### config.mk
export PLATFORM = sky130hd
export DESIGN_NAME = rle_zrun_sequencer
export DESIGN_NICKNAME = d
export VERILOG_FILES = /design/src/rtl/rle_zrun_sequencer.sv
export SDC_FILE = /design/constraint.sdc
export NUM_CORES = 1
export LEC_CHECK = 0
export ABC_AREA = 1
export BUFFER_PORTS_ARGS = -buffer_cell sky130_fd_sc_hd__buf_2
export CORE_UTILIZATION = 59
export DETAILED_ROUTE_END_ITERATION = 16
export GPL_ROUTABILITY_DRIVEN = 1
export GPL_TIMING_DRIVEN = 1
export PLACE_DENSITY = 0.81
export SETUP_SLACK_MARGIN = 0.4
export SYNTH_ARGS = -nofsm -noshare
export SYNTH_HDL_FRONTEND = slang
export SYNTH_SLANG_ARGS = --single-unit
export TNS_END_PERCENT = 20
### constraint.sdc
create_clock -name clk -period 3.08 [get_ports clk]
set_input_delay 0.308 -clock clk [delete_from_list [all_inputs] [get_ports clk]]
set_output_delay 0.308 -clock clk [all_outputs]
set_load 0.05 [all_outputs]
### src/rtl/rle_zrun_sequencer.sv
// Zero-run sequencer ahead of the JPEG Huffman stage: turns 64 zig-zag coefficients into
// (run, size, amplitude) symbols with ZRL insertion and EOB. Define RLE_STATS_EN for per-block counters.
module rle_zrun_sequencer #(
  parameter int COEF_W  = 12,
  parameter int SIZE_W  = 4,
  parameter int BLK_LEN = 64
) (
  input  logic              clk,
  input  logic              rst,
  input  logic              ena,
  input  logic              in_valid,
  output logic              in_ready,
  input  logic [COEF_W-1:0] in_coef,
  output logic              out_valid,
  input  logic              out_ready,
  output logic [3:0]        out_rlen,
  output logic [SIZE_W-1:0] out_size,
  output logic [COEF_W-1:0] out_amp,
  output logic              out_dc,
  output logic              out_eob
`ifdef RLE_STATS_EN
  ,
  output logic [6:0]        stat_syms,
  output logic [1:0]        stat_zrl
`endif
);

  localparam int IDX_W = $clog2(BLK_LEN);
  localparam logic [IDX_W-1:0] IDX_LAST = IDX_W'(BLK_LEN - 1);
  localparam logic [IDX_W-1:0] IDX_ZERO = {IDX_W{1'b0}};
  localparam logic [COEF_W-1:0] COEF_ZERO = {COEF_W{1'b0}};

  typedef enum logic [1:0] {
    ST_ACCEPT = 2'd0,
    ST_ZRL    = 2'd1,
    ST_EOB    = 2'd2
  } state_t;

  function automatic logic [SIZE_W-1:0] coef_size(input logic [COEF_W-1:0] c);
    logic [COEF_W-1:0] mag;
    logic [SIZE_W-1:0] sz;
    mag = c[COEF_W-1] ? (~c + COEF_W'(1)) : c;
    // Only the most negative code still has its top bit set after negation; it is sized as the largest positive.
    mag = mag[COEF_W-1] ? {1'b0, {(COEF_W-1){1'b1}}} : mag;
    sz  = {SIZE_W{1'b0}};
    for (int i = 0; i < COEF_W; i++) begin
      sz = mag[i] ? SIZE_W'(i + 1) : sz;
    end
    return sz;
  endfunction

  function automatic logic [COEF_W-1:0] coef_amp(input logic [COEF_W-1:0] c);
    return c[COEF_W-1] ? (c - COEF_W'(1)) : c;
  endfunction

  state_t              state_q, state_d;
  logic [IDX_W-1:0]    idx_q, idx_d;
  logic [3:0]          run_q, run_d;
  logic [1:0]          pend_q, pend_d;
  logic [COEF_W-1:0]   hold_coef_q, hold_coef_d;
  logic [3:0]          hold_run_q, hold_run_d;
  logic                out_valid_q, out_valid_d;
  logic [3:0]          out_rlen_q, out_rlen_d;
  logic [SIZE_W-1:0]   out_size_q, out_size_d;
  logic [COEF_W-1:0]   out_amp_q, out_amp_d;
  logic                out_dc_q, out_dc_d;
  logic                out_eob_q, out_eob_d;

  logic                slot_free_s, in_ready_s, accept_s;
  logic                emit_s, e_dc_s, e_eob_s;
  logic [3:0]          e_rlen_s;
  logic [COEF_W-1:0]   e_coef_s;

  // Next-state, run tracking and symbol selection; ZRL and EOB carry a zero coefficient.
  always_comb begin
    state_d     = state_q;
    idx_d       = idx_q;
    run_d       = run_q;
    pend_d      = pend_q;
    hold_coef_d = hold_coef_q;
    hold_run_d  = hold_run_q;
    emit_s      = 1'b0;
    e_rlen_s    = 4'd0;
    e_coef_s    = COEF_ZERO;
    e_dc_s      = 1'b0;
    e_eob_s     = 1'b0;
    slot_free_s = !out_valid_q || out_ready;
    in_ready_s  = (state_q == ST_ACCEPT) && slot_free_s;
    accept_s    = in_ready_s && in_valid;

    case (state_q)
      ST_ACCEPT: begin
        if (accept_s) begin
          idx_d = (idx_q == IDX_LAST) ? IDX_ZERO : (idx_q + IDX_W'(1));
          if (idx_q == IDX_ZERO) begin
            emit_s   = 1'b1;
            e_coef_s = in_coef;
            e_dc_s   = 1'b1;
            run_d    = 4'd0;
            pend_d   = 2'd0;
          end else if (in_coef == COEF_ZERO) begin
            if (idx_q == IDX_LAST) begin
              run_d   = 4'd0;
              pend_d  = 2'd0;
              state_d = ST_EOB;
            end else if (run_q != 4'd15) begin
              run_d = run_q + 4'd1;
            end else begin
              run_d  = 4'd0;
              pend_d = (pend_q == 2'd3) ? 2'd3 : (pend_q + 2'd1);
            end
          end else if (pend_q == 2'd0) begin
            emit_s   = 1'b1;
            e_rlen_s = run_q;
            e_coef_s = in_coef;
            run_d    = 4'd0;
          end else begin
            hold_coef_d = in_coef;
            hold_run_d  = run_q;
            run_d       = 4'd0;
            state_d     = ST_ZRL;
          end
        end else begin
          idx_d = idx_q;
        end
      end
      ST_ZRL: begin
        if (slot_free_s) begin
          emit_s = 1'b1;
          if (pend_q != 2'd0) begin
            e_rlen_s = 4'd15;
            pend_d   = pend_q - 2'd1;
          end else begin
            e_rlen_s = hold_run_q;
            e_coef_s = hold_coef_q;
            state_d  = ST_ACCEPT;
          end
        end else begin
          state_d = ST_ZRL;
        end
      end
      ST_EOB: begin
        if (slot_free_s) begin
          emit_s  = 1'b1;
          e_eob_s = 1'b1;
          state_d = ST_ACCEPT;
        end else begin
          state_d = ST_EOB;
        end
      end
      default: begin
        state_d = ST_ACCEPT;
      end
    endcase

    out_rlen_d = out_rlen_q;
    out_size_d = out_size_q;
    out_amp_d  = out_amp_q;
    out_dc_d   = out_dc_q;
    out_eob_d  = out_eob_q;
    if (emit_s) begin
      out_valid_d = 1'b1;
      out_rlen_d  = e_rlen_s;
      out_size_d  = coef_size(e_coef_s);
      out_amp_d   = coef_amp(e_coef_s);
      out_dc_d    = e_dc_s;
      out_eob_d   = e_eob_s;
    end else if (out_ready) begin
      out_valid_d = 1'b0;
    end else begin
      out_valid_d = out_valid_q;
    end
  end

  // State and output register; ena low freezes everything, reset wins over ena.
  always_ff @(posedge clk) begin
    if (rst) begin
      state_q     <= ST_ACCEPT;
      idx_q       <= IDX_ZERO;
      run_q       <= 4'd0;
      pend_q      <= 2'd0;
      hold_coef_q <= COEF_ZERO;
      hold_run_q  <= 4'd0;
      out_valid_q <= 1'b0;
      out_rlen_q  <= 4'd0;
      out_size_q  <= {SIZE_W{1'b0}};
      out_amp_q   <= COEF_ZERO;
      out_dc_q    <= 1'b0;
      out_eob_q   <= 1'b0;
    end else if (ena) begin
      state_q     <= state_d;
      idx_q       <= idx_d;
      run_q       <= run_d;
      pend_q      <= pend_d;
      hold_coef_q <= hold_coef_d;
      hold_run_q  <= hold_run_d;
      out_valid_q <= out_valid_d;
      out_rlen_q  <= out_rlen_d;
      out_size_q  <= out_size_d;
      out_amp_q   <= out_amp_d;
      out_dc_q    <= out_dc_d;
      out_eob_q   <= out_eob_d;
    end
  end

  assign in_ready  = in_ready_s && ena && !rst;
  assign out_valid = out_valid_q;
  assign out_rlen  = out_rlen_q;
  assign out_size  = out_size_q;
  assign out_amp   = out_amp_q;
  assign out_dc    = out_dc_q;
  assign out_eob   = out_eob_q;

`ifdef RLE_STATS_EN
  logic [6:0] cnt_syms_q, cnt_syms_d, blk_syms_q, blk_syms_d, stat_syms_q, stat_syms_d;
  logic [1:0] cnt_zrl_q, cnt_zrl_d, blk_zrl_q, blk_zrl_d, stat_zrl_q, stat_zrl_d;
  logic       out_last_q, out_last_d;
  logic       zrl_s, last_s;

  // Per-block counts; the block total is staged at its last emit and published when that symbol leaves.
  always_comb begin
    cnt_syms_d  = cnt_syms_q;
    cnt_zrl_d   = cnt_zrl_q;
    blk_syms_d  = blk_syms_q;
    blk_zrl_d   = blk_zrl_q;
    out_last_d  = out_last_q;
    zrl_s       = emit_s && (e_rlen_s == 4'd15) && (e_coef_s == COEF_ZERO);
    // A non-DC coefficient emitted once idx has wrapped is the nonzero coefficient at the last position.
    last_s      = emit_s && (e_eob_s || ((idx_d == IDX_ZERO) && (e_coef_s != COEF_ZERO) && !e_dc_s));
    if (out_valid_q && out_ready && out_last_q) begin
      stat_syms_d = blk_syms_q;
      stat_zrl_d  = blk_zrl_q;
    end else begin
      stat_syms_d = stat_syms_q;
      stat_zrl_d  = stat_zrl_q;
    end
    if (emit_s) begin
      out_last_d = last_s;
      if (last_s) begin
        blk_syms_d = cnt_syms_q + 7'd1;
        blk_zrl_d  = cnt_zrl_q;
        cnt_syms_d = 7'd0;
        cnt_zrl_d  = 2'd0;
      end else begin
        cnt_syms_d = cnt_syms_q + 7'd1;
        cnt_zrl_d  = zrl_s ? (cnt_zrl_q + 2'd1) : cnt_zrl_q;
      end
    end else begin
      out_last_d = out_last_q;
    end
  end

  // Statistics registers.
  always_ff @(posedge clk) begin
    if (rst) begin
      cnt_syms_q  <= 7'd0;
      cnt_zrl_q   <= 2'd0;
      blk_syms_q  <= 7'd0;
      blk_zrl_q   <= 2'd0;
      stat_syms_q <= 7'd0;
      stat_zrl_q  <= 2'd0;
      out_last_q  <= 1'b0;
    end else if (ena) begin
      cnt_syms_q  <= cnt_syms_d;
      cnt_zrl_q   <= cnt_zrl_d;
      blk_syms_q  <= blk_syms_d;
      blk_zrl_q   <= blk_zrl_d;
      stat_syms_q <= stat_syms_d;
      stat_zrl_q  <= stat_zrl_d;
      out_last_q  <= out_last_d;
    end
  end

  assign stat_syms = stat_syms_q;
  assign stat_zrl  = stat_zrl_q;
`endif

endmodule

-- After elaboration in Yosys (flattened, before gate mapping)
Index checks and enable logic that the tools add are counted.
- register bits after elaboration: 53
- add/subtract/negate cells: 6
- equality and inequality tests: 14
- multiplexer cells: 64
- bitwise logic cells: 4
- reduce and logical (&&, ||, !) cells: 21
- operators with widths (operator ; count):
    12-bit two-way mux ; 8
    4-bit two-way mux ; 15
    2-bit two-way mux ; 18
    12-bit case mux with 2 select lines ; 1
    12-bit by 1-bit adder with 12-bit output, second input constant ; 1
    12-bit logical NOT ; 1
    1-bit two-way mux ; 12
    3-bit two-way mux ; 4
    12-bit NOT ; 1
    6-bit AND reduction ; 2
    12-bit by 1-bit subtractor with 12-bit output, second input constant ; 1
    11-bit two-way mux ; 1
    2-bit != test, second input constant ; 4
    4-bit != test, second input constant ; 2
    4-bit case mux with 2 select lines ; 1
    7-bit AND reduction ; 1
    6-bit by 1-bit adder with 6-bit output, second input constant ; 1
    6-bit equality test, second input constant ; 1
    6-bit logical NOT ; 1
    6-bit two-way mux ; 1
    3-bit != test, second input constant ; 2
    2-bit case mux with 3 select lines ; 1
    2-bit nonzero test ; 3
    4-bit by 1-bit adder with 4-bit output, second input constant ; 1
    other kinds (16) ; 25

-- Longest topological paths before layout
- depth after elaboration: 22
- depth in mapped cells: 23
- depth with buffers taken out: 23

-- Worst setup path before layout
OpenSTA, ideal clock, no wires.
- kind: register to register
- start point: register out_valid_q, in the netlist out_valid
- end point: register out_size_q[2], in the netlist out_size[2]
- setup time: 0.131 ns
- arrival: 2.229 ns
- required time: 2.949 ns
- path slack: 0.720 ns
- stages on the path, launching flop included: 16
- cells stage by stage: dfxtp_1 > nand2_2 > nand2_2 > nor2_2 > buf_6 > nand2_1 > nand2_1 > inv_2 > ha_1 > nand2_1 > o21ai_1 > xor2_1 > and2_1 > nand2_1 > nand3_2 > a21oi_2
- word-level cells in the longest chain between the ends: 19
- RTL lines (what ; RTL line ; source):
    from (decl) ; 62 ; logic out_valid_q, out_valid_d;
    from (signal assigned) ; 197 ; out_valid_q <= out_valid_d;
    1-bit logical NOT (*) ; 87 ; slot_free_s = !out_valid_q || out_ready;
    1-bit logical OR (*) ; 87 ;
    1-bit logical AND ; 88 ; in_ready_s = (state_q == ST_ACCEPT) && slot_free_s;
    1-bit logical AND ; 89 ; accept_s = in_ready_s && in_valid;
    12-bit two-way mux ; 93 ; if (accept_s) begin
    12-bit case mux with 2 select lines ; 91 ; case (state_q)
    12-bit NOT ; 42 ; mag = c[COEF_W-1] ? (~c + COEF_W'(1)) : c;
    12-bit by 1-bit adder with 12-bit output ; 42 ;
    12-bit two-way mux ; 42 ;
    11-bit two-way mux ; 44 ; mag = mag[COEF_W-1] ? {1'b0, {(COEF_W-1){1'b1}}} : mag;
    3-bit two-way mux (4 in series) ; 47 ; sz = mag[i] ? SIZE_W'(i + 1) : sz;
    4-bit two-way mux (5 in series) ; 47 ;
    to (signal assigned) ; 186 ; out_size_q <= {SIZE_W{1'b0}};
    to (signal assigned) ; 199 ; out_size_q <= out_size_d;
    to (decl) ; 64 ; logic [SIZE_W-1:0] out_size_q, out_size_d;
Every way passes the cells marked *; elsewhere a longest branch is shown, timed or not.
A chain may end at the register's enable or synchronous reset.

-- Worst setup path after layout
- start point: register state_q[1]
- end point: register out_size_q[0], in the netlist out_size[0]
- word-level cells in the longest chain between the ends: 21
- RTL lines (what ; RTL line ; source):
    from (decl) ; 56 ; state_t state_q, state_d;
    from (signal assigned) ; 191 ; state_q <= state_d;
    2-bit logical NOT ; 88, 91 ;
    1-bit logical AND ; 88 ;
    1-bit logical AND ; 89 ;
    12-bit two-way mux ; 93 ;
    12-bit case mux with 2 select lines ; 91 ;
    12-bit NOT ; 42 ;
    12-bit by 1-bit adder with 12-bit output ; 42 ;
    12-bit two-way mux ; 42 ;
    11-bit two-way mux ; 44 ;
    1-bit two-way mux ; 47 ;
    2-bit two-way mux (2 in series) ; 47 ;
    3-bit two-way mux (4 in series) ; 47 ;
    4-bit two-way mux (5 in series) ; 47 ;
Several ways; a longest one is shown, not always the timed one.

==> impl_metrics.tcl <==
set metrics [dict create \
    power_frac_comb_pct 41.7 \
    route.detailed.drc 0 \
    outcome "completed" \
    crit_top_cell "nand2_1" \
    nFillCells 459 \
    hold_depth 3 \
    critical_path.cell_chain "inv_1 -> ha_4 -> nand2_2 -> nor2_4 -> buf_4 -> nand2_1 -> nand2_2 -> inv_2 -> ha_1 -> nand2_1 -> nand3_1 -> nand2_1 -> nand2_1 -> inv_1 -> nand2_1 -> nand2_1 -> nand2_1 -> nand2_1 -> nand2_1 -> nand2_1 -> a21oi_2" \
    drtPass1Iterations 5 \
    rsz0062_at_grt "no" \
    vias_per_cell 5.77 \
    synth-main-ff-cell "dfxtp_1" \
    leakage_nw 1.90 \
    layout.cells.non_filler 622 \
    worstSetupEndpointType "register" \
    portBuffers 40 \
    clock_tree.root_cell "clkbuf_8" \
    cells_after_synth 501 \
    power.switching_fraction_pct 40.5 \
    cp_class "reg2reg" \
    placed_cell_count 599 \
    detailedPlacementHpwl_um 6380 \
    post_route_cells_drive_above_1_share_pct 25.5 \
    design.core.area_mm2 0.00557 \
    mappedNetlistArea_mm2 0.00347 \
    via_count_of_the_first_global_routing_pass 3078 \
    worst_slew_margin_rel_pct 61.9 \
    synth-seq-cells 53 \
    ys_top_cells_by_count "nand2_1 (104), inv_1 (62), dfxtp_1 (53)" \
    routedWlPerCell_um 14.8 \
    fin_crit_sh_pct 82.1 \
    slew_viol_final 0 \
    chipHeight_um 78.7 \
    finalClockSkew_ns 0.00985 \
    crit_required_ns 3.29 \
    finalSetupViolations 0 \
    clock_sink_count 53 \
    p_int_mw 1.36 \
    grt_remaining_overflow 0 \
    timing_hold_violations_final 0 \
    post_synth.cell_area_avg_um2 6.93 \
    cts_tree "done" \
    synthTopCellsByArea "dfxtp_1 (31%), nand2_1 (11%), a21oi_1 (6.9%), inv_1 (6.7%), o21ai_0 (5.0%)" \
    cts_htree_levels 2 \
    num-nets-final 578 \
    r2r_setup_slack_ns 0.55 \
    gr-usage-all-layers_pct 29.3 \
    timing.final.crit_period_ns 2.53 \
    yosys.cell_types.count 38 \
    grt_max_degree 31 \
    routed_wl_um 9220 \
    ys_warn_count 0 \
    gp_routability_congestion 0.979 \
    hold_slack_ns 0.269 \
    async_flop_share_pct 0 \
    yosys_top_cell_area_share_pct 30.5 \
    category_of_the_worst_setup_path_launch_point "register" \
    ir_drop_mv 0.279 \
    seq_area_frac_synth_pct 30.5 \
    cts.path.max_buffers 2 \
    power.net_switching_mw 0.925 \
    timing.max_cap.violations 0 \
    reg2regPathDepth 21 \
    worstHoldPathType "in2reg" \
    grt_pass1_wl_um 14400 \
    most_repeated_cell_in_the_gate_level_netlist_after_synthesis "nand2_1" \
    vias 3586 \
    die_area_mm2 0.00620 \
    initial_utilization_pct 62.3 \
    antennaDiodeCount 0 \
    antenna_violations_before_repair 0 \
    finalSetupTns_ns 0 \
    drt-initial-drc-count 351 \
    io_pins 41 \
    drtAntennaViolNets 0 \
    rows 27 \
    later_pin_clock_latency_in_the_skew_report_ns 0.31 \
    cpMaxStageDelayCell "dfxtp_1" \
    die_w_um 78.7 \
    flow.area_growth_from_synthesis_pct 16.5 \
    final_core_util_pct 72.6 \
    cts-buffers-inserted 5 \
    clk_transition_reported_paths_ns 0.10 \
    final_area_mm2 0.00405 \
    pwr-share-seq_pct 33.3 \
    worstMarginPinSlew_ns 0.566 \
    crit_path_largest_cell_delay_ns 0.35 \
    synth.net_count 530 \
    pwr-share-clk_pct 25.0 \
    clock.fmax_mhz 396 \
    synth_top_area_cell "dfxtp_1" \
    synth_edf_count 0 \
    placement.cell_area_mm2 0.00370 \
    power_per_cell_area_mw_per_mm2 564 \
    cts_hold_buf 0 \
    worstPathArrival_ns 2.74 \
    critPathMaxFanout 8 \
]
## repair_timing
action | in CTS | in global routing
setup endpoints to repair | 17 | 24
pin swaps | 1 | 8
cloned | 0 | 1
hold endpoints to repair | 0 | 0
buffers inserted | 2 | 12
gates resized for setup | 2 | 25
## final cells by class
type	instances	area (um2)	share of cell area (%)
clock inverters	3	65.1	1.61
well taps	72	90.1	2.23
multi-input cells	358	2120	52.5
flip-flops and latches	53	1060	26.3
clock buffers	5	68.8	1.70
inverters	72	275	6.80
repair buffers	59	359	8.87
## layout by cell type (no fill, tap or decap), types with 7 or more instances in the layout
| cell type | Yosys | final |
|---|---|---|
| inv_1 | 62 | 58 |
| o21ai_0 | 35 | 35 |
| dfxtp_1 | 53 | 51 |
| nand2_4 | 5 | 7 |
| nor3_1 | 9 | 9 |
| buf_2 | 8 | 40 |
| inv_2 | 8 | 12 |
| nor2_1 | 25 | 23 |
| nand4_1 | 14 | 14 |
| nand2_1 | 104 | 99 |
| nand2_2 | 8 | 11 |
| nand3_1 | 29 | 29 |
| a21oi_1 | 48 | 47 |
| ha_1 | 12 | 9 |
| buf_4 | 0 | 17 |
| nor2_4 | 10 | 14 |
## registers in the layout, indices dropped and copies added (netlist names)
name / flops
hold_run_q: 4
out_valid: 1
out_rlen: 4
out_dc: 1
idx_q: 6
out_eob: 1
run_q: 4
state_q: 2
hold_coef_q: 12
out_size: 4
pend_q: 2
out_amp: 12
## metrics by stage
stage          setup slack, ns  total power [mW]
2_1_floorplan            0.720              1.44
3_3_place_gp             0.411              1.59
3_5_place_dp             0.291              1.61
4_1_cts                  0.356              2.18
5_1_grt                  0.348              2.41
6_report                 0.552              2.28
## cells by family (layout without fill, tap and decap cells)
kind of cell | after synthesis | after routing | share of synthesized area [%]
AND/OR/NAND/NOR | 225 | 226 | 33.8
AO/OA/AOI/OAI | 114 | 114 | 18.7
buffers and inverters | 91 | 139 | 11.1
flip-flops | 53 | 53 | 30.5
adder cells (fa/ha/maj) | 12 | 12 | 4.32
XOR/XNOR | 6 | 6 | 1.51
## worst max-delay path: cells and delay by family, from the launching register on
family / cells / cell delay (ns)
buffers and inverters: 4 / 0.43
flip-flops: 1 / 0.35
AO/OA/AOI/OAI: 1 / 0.05
adder cells (fa/ha/maj): 2 / 0.40
AND/OR/NAND/NOR: 14 / 1.17
## worst paths after layout
check              from              to
min          in_coef[8]  hold_coef_q[8]
max          state_q[1]     out_size[0]
min reg2reg     out_eob         out_eob
max reg2reg  state_q[1]     out_size[0]
## power by group through the flow
| stage | logic (mW) | clock network (mW) | registers (mW) |
|---|---|---|---|
| 2_1_floorplan | 0.550 | 0 | 0.888 |
| 3_3_place_gp | 0.820 | 0 | 0.771 |
| 3_5_place_dp | 0.834 | 0 | 0.774 |
| 4_1_cts | 0.849 | 0.578 | 0.758 |
| 5_1_grt | 1.03 | 0.611 | 0.766 |
| 6_report | 0.952 | 0.570 | 0.760 |
## layer usage
metal,track usage [%],vias up,routed length (um)
met1,42.1,1637,4280
met2,44.5,165,4070
li1,-,1756,-
met3,4.83,28,633
met5,0,-,0
met4,9.26,0,231
Note: power is estimated with default switching activity, not from simulation.
